## src/rtl/spike_dec_pkg.sv

```systemverilog
// Shared types, default widths and helpers for the spike rate decoder.
package spike_dec_pkg;

    localparam int unsigned WINDOW_LOG2_DEF = 8;
    localparam int unsigned RATE_W_DEF      = 8;
    localparam int unsigned ISI_W_DEF       = 16;

    typedef enum logic {
        IDLE  = 1'b0,
        COUNT = 1'b1
    } state_t;

    // Increment that sticks at max_val; callers zero-extend operands of up to 32 bits.
    function automatic logic [31:0] sat_inc(input logic [31:0] val, input logic [31:0] max_val);
        return (val >= max_val) ? max_val : val + 32'd1;
    endfunction

endpackage

```

## src/rtl/spike_rate_decoder_isi_timer.sv

```systemverilog
// Inter-spike interval timer: measures cycles between consecutive spike edges.
module isi_timer
    import spike_dec_pkg::*;
#(
    parameter int unsigned ISI_W = ISI_W_DEF
) (
    input  logic             clk,
    input  logic             rst,
    input  logic             active,
    input  logic             spike_edge,
    output logic [ISI_W-1:0] isi,
    output logic             isi_valid,
    output logic             isi_overflow
);

    localparam logic [ISI_W-1:0] ISI_ALL_ONES = '1;
    localparam logic [31:0]      ISI_MAX      = 32'(ISI_ALL_ONES);
    localparam logic [ISI_W-1:0] TIMER_ONE    = ISI_W'(1);

    logic [ISI_W-1:0] timer;
    logic             armed;

    // Timer restarts at 1 on each edge; edges after the arming edge capture the interval.
    always_ff @(posedge clk) begin
        if (rst) begin
            timer        <= '0;
            armed        <= 1'b0;
            isi          <= '0;
            isi_valid    <= 1'b0;
            isi_overflow <= 1'b0;
        end else begin
            isi_valid <= 1'b0;
            if (!active) begin
                timer <= '0;
                armed <= 1'b0;
            end else if (spike_edge) begin
                timer <= TIMER_ONE;
                armed <= 1'b1;
                if (armed) begin
                    isi       <= timer;
                    isi_valid <= 1'b1;
                    if (timer == ISI_ALL_ONES) begin
                        isi_overflow <= 1'b1;
                    end
                end
            end else begin
                timer <= ISI_W'(sat_inc(32'(timer), ISI_MAX));
            end
        end
    end

endmodule

```

## src/rtl/spike_rate_decoder.sv

```systemverilog
// Spike train decoder: windowed spike-edge rate plus inter-spike interval.
module spike_rate_decoder
    import spike_dec_pkg::*;
#(
    parameter int unsigned WINDOW_LOG2 = WINDOW_LOG2_DEF,
    parameter int unsigned RATE_W      = RATE_W_DEF,
    parameter int unsigned ISI_W       = ISI_W_DEF
) (
    input  logic              clk,
    input  logic              rst,
    input  logic              en,
    input  logic              spike_in,
    output logic [RATE_W-1:0] rate,
    output logic              rate_valid,
    output logic [ISI_W-1:0]  isi,
    output logic              isi_valid,
    output logic              isi_overflow,
    output logic              busy
);

    localparam logic [WINDOW_LOG2-1:0] WIN_LAST      = '1;
    localparam logic [WINDOW_LOG2-1:0] WIN_ONE       = WINDOW_LOG2'(1);
    localparam logic [RATE_W-1:0]      RATE_ALL_ONES = '1;
    localparam logic [31:0]            RATE_MAX      = 32'(RATE_ALL_ONES);

    state_t                 state;
    state_t                 state_d;
    logic                   busy_d;
    logic                   spike_q;
    logic                   edge_c;
    logic                   count_active_c;
    logic [WINDOW_LOG2-1:0] win_cnt;
    logic [RATE_W-1:0]      edge_cnt;
    logic [RATE_W-1:0]      edge_cnt_inc_c;

    // Rising edge of the spike line; a sustained high level counts once.
    assign edge_c         = spike_in & ~spike_q;
    assign count_active_c = (state == COUNT) && en;
    assign edge_cnt_inc_c = edge_c ? RATE_W'(sat_inc(32'(edge_cnt), RATE_MAX)) : edge_cnt;

    // State register.
    always_ff @(posedge clk) begin
        if (rst) begin
            state <= IDLE;
        end else begin
            state <= state_d;
        end
    end

    // Next-state logic: enable alone moves between IDLE and COUNT.
    always_comb begin
        state_d = state;
        busy_d  = 1'b0;
        case (state)
            IDLE: begin
                if (en) begin
                    state_d = COUNT;
                end
            end
            COUNT: begin
                if (!en) begin
                    state_d = IDLE;
                end
            end
            default: state_d = IDLE;
        endcase
        busy_d = (state_d == COUNT);
    end

    // Edge history, window counter, edge counter and rate latch.
    always_ff @(posedge clk) begin
        if (rst) begin
            spike_q    <= 1'b0;
            win_cnt    <= '0;
            edge_cnt   <= '0;
            rate       <= '0;
            rate_valid <= 1'b0;
            busy       <= 1'b0;
        end else begin
            spike_q    <= spike_in;
            busy       <= busy_d;
            rate_valid <= 1'b0;
            if (count_active_c) begin
                win_cnt <= win_cnt + WIN_ONE;
                if (win_cnt == WIN_LAST) begin
                    rate       <= edge_cnt_inc_c;
                    rate_valid <= 1'b1;
                    edge_cnt   <= '0;
                end else begin
                    edge_cnt <= edge_cnt_inc_c;
                end
            end else begin
                win_cnt  <= '0;
                edge_cnt <= '0;
            end
        end
    end

    isi_timer #(
        .ISI_W(ISI_W)
    ) u_isi_timer (
        .clk         (clk),
        .rst         (rst),
        .active      (count_active_c),
        .spike_edge  (edge_c),
        .isi         (isi),
        .isi_valid   (isi_valid),
        .isi_overflow(isi_overflow)
    );

endmodule

```

## config.mk

```make
export PLATFORM = sky130hd
export DESIGN_NAME = spike_rate_decoder
export DESIGN_NICKNAME = d
export VERILOG_FILES = /design/src/rtl/spike_dec_pkg.sv /design/src/rtl/spike_rate_decoder_isi_timer.sv /design/src/rtl/spike_rate_decoder.sv
export SDC_FILE = /design/constraint.sdc
export NUM_CORES = 1
export LEC_CHECK = 0
export ABC_AREA = 1
export CAP_MARGIN = 20
export CORE_MARGIN = 2
export CORE_UTILIZATION = 55
export CTS_CLUSTER_SIZE = 30
export DETAILED_ROUTE_END_ITERATION = 6
export PLACE_DENSITY = 0.88
export REMOVE_ABC_BUFFERS = 1
export SETUP_SLACK_MARGIN = 0.5
export SLEW_MARGIN = 0
export SYNTH_ARGS = -nofsm -noshare
export SYNTH_HDL_FRONTEND = slang
export SYNTH_SLANG_ARGS = --single-unit
```

## constraint.sdc

```tcl
create_clock -name clk -period 1.4 [get_ports clk]
set_input_delay 0.28 -clock clk [delete_from_list [all_inputs] [get_ports clk]]
set_output_delay 0.28 -clock clk [all_outputs]
set_load 0.01 [all_outputs]
```

==> impl_metrics.csv <==
group,metric,value,unit
drt,totalWireLength,12.2,mm
placement,portBuffers,31,
power,pwr-share-seq,0.471,
clock_network,clkLatencyLatePin,370,ps
timing,finalCriticalPeriod,1490,ps
worst_setup_path,reg2reg_depth,8,
status,violations,"DRC, setup timing",
grt,antenna_found_initial,0,
synthesis,syn_inst,366,
drt,ant_nets,0,
drt,route.detailed.drc,6,
finish,antenna-diode-count,0,
floorplanning,start_util,0.571,
finish,post-route-util,0.927,
worst_setup_path,cp.arrival,1750,ps
floorplanning,core-area,4720,um^2
worst_setup_path,cp-start-kind,"register",
drt,wl_per_cell,23.2,um
worst_setup_path,r2r-end,"u_isi_timer.timer[13]",
floorplanning,die_h,74.0,um
grt,grt_util_all_layers,0.342,
floorplanning,ioPinCount,32,
timing,hold_viol_final,0,
power,power_density,858,nW/um^2
timing,setup_ws,-88.3,ps
timing,tns,-281,ps
timing,fin_skew,16.9,ps
timing,max_clock_freq,0.672,GHz
finish,layout_common_cells,"60 x nand2_1, 44 x inv_1, 39 x dfxtp_2",
drt,vias,3365,
status,status,"finished with violations",
timing,drv_slew,0,
placement,place.gp.congestion,0.852,
finish,fin_cells,524,
worst_hold_path,min_path_cells,3,
placement,dp_hpwl,4.05,mm
clock_network,cts_buffers,9,
power,switching_power,876,uW
clock_network,clk_pin_slew,80,ps
timing,setup_violations,9,
clock_network,cts_buffer_depth,2,
synthesis,yosys.cell_types.count,32,
grt,grt_max_degree,19,
grt,gr-total-overflow,0,
drt,via_per_inst,6.42,
clock_network,cts-hold-fix-buffers,0,
worst_setup_path,required,1670,ps
timing,slew_headroom,0.715,
worst_hold_path,hp-class,"in -> reg",
grt,grt_pass1_wl,14.1,mm
finish,drive_gt1_frac,0.521,
grt,grt_pass1_vias,2927,
placement,dp_slack,-269,ps
worst_hold_path,hold_path_end,"busy",
worst_setup_path,worstReg2RegStart,"u_isi_timer.timer[1]",
synthesis,ys_warn_count,0,
clock_network,root_buffer,"clkbuf_8",
floorplanning,rows,25,
power,pwr-share-comb,0.043,
worst_setup_path,startpoint,"u_isi_timer.timer[1]",
finish,n_fill_cell,133,
power,p_int,2880,uW
timing,period_share,1.06,
synthesis,async_reset_ff_frac,0,
power,peakVddDrop,1050,uV
power,power,3760,uW
worst_setup_path,cp-end-kind,"register",
drt,drt-initial-drc-count,578,
finish,final_nets,459,
timing,tightest_slew,427,ps
clock_network,cts_tree,"yes",
clock_network,clkSinkCount,62,
worst_hold_path,hp-start,"en",
floorplanning,die_w,74.0,um
flow_run,cap_viol_max_count,0,
floorplanning,die_area,5480,um^2
synthesis,synth-seq-cells,62,
worst_setup_path,worstPathMaxFanout,3,
synthesis,synth_ff_type,"dfxtp_1",
power,p_clk_frac,0.486,
finish,layout_commonest_cell,"nand2_1",
synthesis,synth_edf_count,0,
placement,placedCellCount,478,
synthesis,synth_area,2700,um^2
power,swShare,0.233,
worst_setup_path,ff2ff_setup_slack,-90,ps
finish,syn_to_final_growth,62.3,%
synthesis,synth_seq_area_share,0.460,
synthesis,synth_area_per_cell,7.37,um^2
clock_network,cts_max_level,3,
drt,drt-pass1-iter-count,7,
power,leakage,0.00184,uW
worst_setup_path,critical_path_class,"reg -> reg",
timing,rsz0062_at_grt,"true",
## logic make-up after synthesis
logic type,Yosys count,share of synthesized area
adder cells (fa/ha/maj),3,0.0139
XOR/XNOR,8,0.0260
flip-flops,62,0.460
buffers and inverters,59,0.0900
AO/OA/AOI/OAI,67,0.128
AND/OR/NAND/NOR,167,0.282
## worst max path at each step
stage | endpoint | cells past startpoint
after floorplan | rate[0] | 8
after global placement | rate[3] | 7
after detailed placement | u_isi_timer.isi[12] | 8
after CTS | rate[0] | 9
after global routing | u_isi_timer.timer[13] | 8
final | u_isi_timer.timer[13] | 8
## flip-flops by register name, summed over array words and instances (netlist names)
name                      flops
win_cnt                       8
busy                          1
u_isi_timer.isi              16
u_isi_timer.isi_overflow      1
u_isi_timer.armed             1
u_isi_timer.isi_valid         1
rate_valid                    1
edge_cnt                      8
rate                          8
spike_q                       1
u_isi_timer.timer            16
## cell usage after synthesis (3+ instances only)
cell	n	area, um^2
nand3_1	20	100
nand4_1	6	37.5
nor2_1	55	206
inv_1	50	188
ha_1	3	37.5
xor2_1	7	61.3
a21oi_1	30	150
o21ai_0	32	160
nand2_1	72	270
dfxtp_1	62	1240
## timing repair
item                                    4_1_cts  5_1_grt
pin swaps                                    26       18
resized for setup                           264       93
setup buffers                                11       14
endpoints found under the setup margin       88       88
cloned                                        5        0
## metal layers
layer	share of wire	global-route usage	routed length [um]
met4	0.091	0.216	1110
met2	0.45	0.579	5470
met5	0	0	0
met1	0.34	0.372	4140
met3	0.12	0.104	1440
## power by group through the flow
stage / clock [uW] / combinational (uW) / sequential [uW]
3_5_place_dp: 0 / 93.5 / 1820
4_1_cts: 1740 / 118 / 1780
2_1_floorplan: 0 / 41.7 / 1820
6_report: 1830 / 160 / 1770
5_1_grt: 1870 / 164 / 1770
3_3_place_gp: 0 / 91.7 / 1810
## metrics by stage
step                      cell area (um^2)  hold WS, ps
after floorplan                       2660          351
after global placement                3210          445
after detailed placement              3210          454
after CTS                             3940          331
after global routing                  4380          354
final                                 4380          356
## critical path, cell delays in order (launching register included)
cell	delay [ps]
dfxtp_4	380
buf_6	120
nand3_1	130
nor2_2	240
nand3_1	150
nand2_1	120
nand3_2	90
nand2_1	90
inv_1	50
## area by class of cell
type                            instances  area [um^2]  area share
Tap cell                               67         83.8      0.0191
Clock buffer                           13          149      0.0340
Inverter                               53          211      0.0483
Timing Repair Buffer                   79          821       0.187
Clock inverter                          3         67.6      0.0154
Sequential cell                        62         1310       0.298
Multi-Input combinational cell        247         1740       0.398
Power figures use the tool's default switching activity.
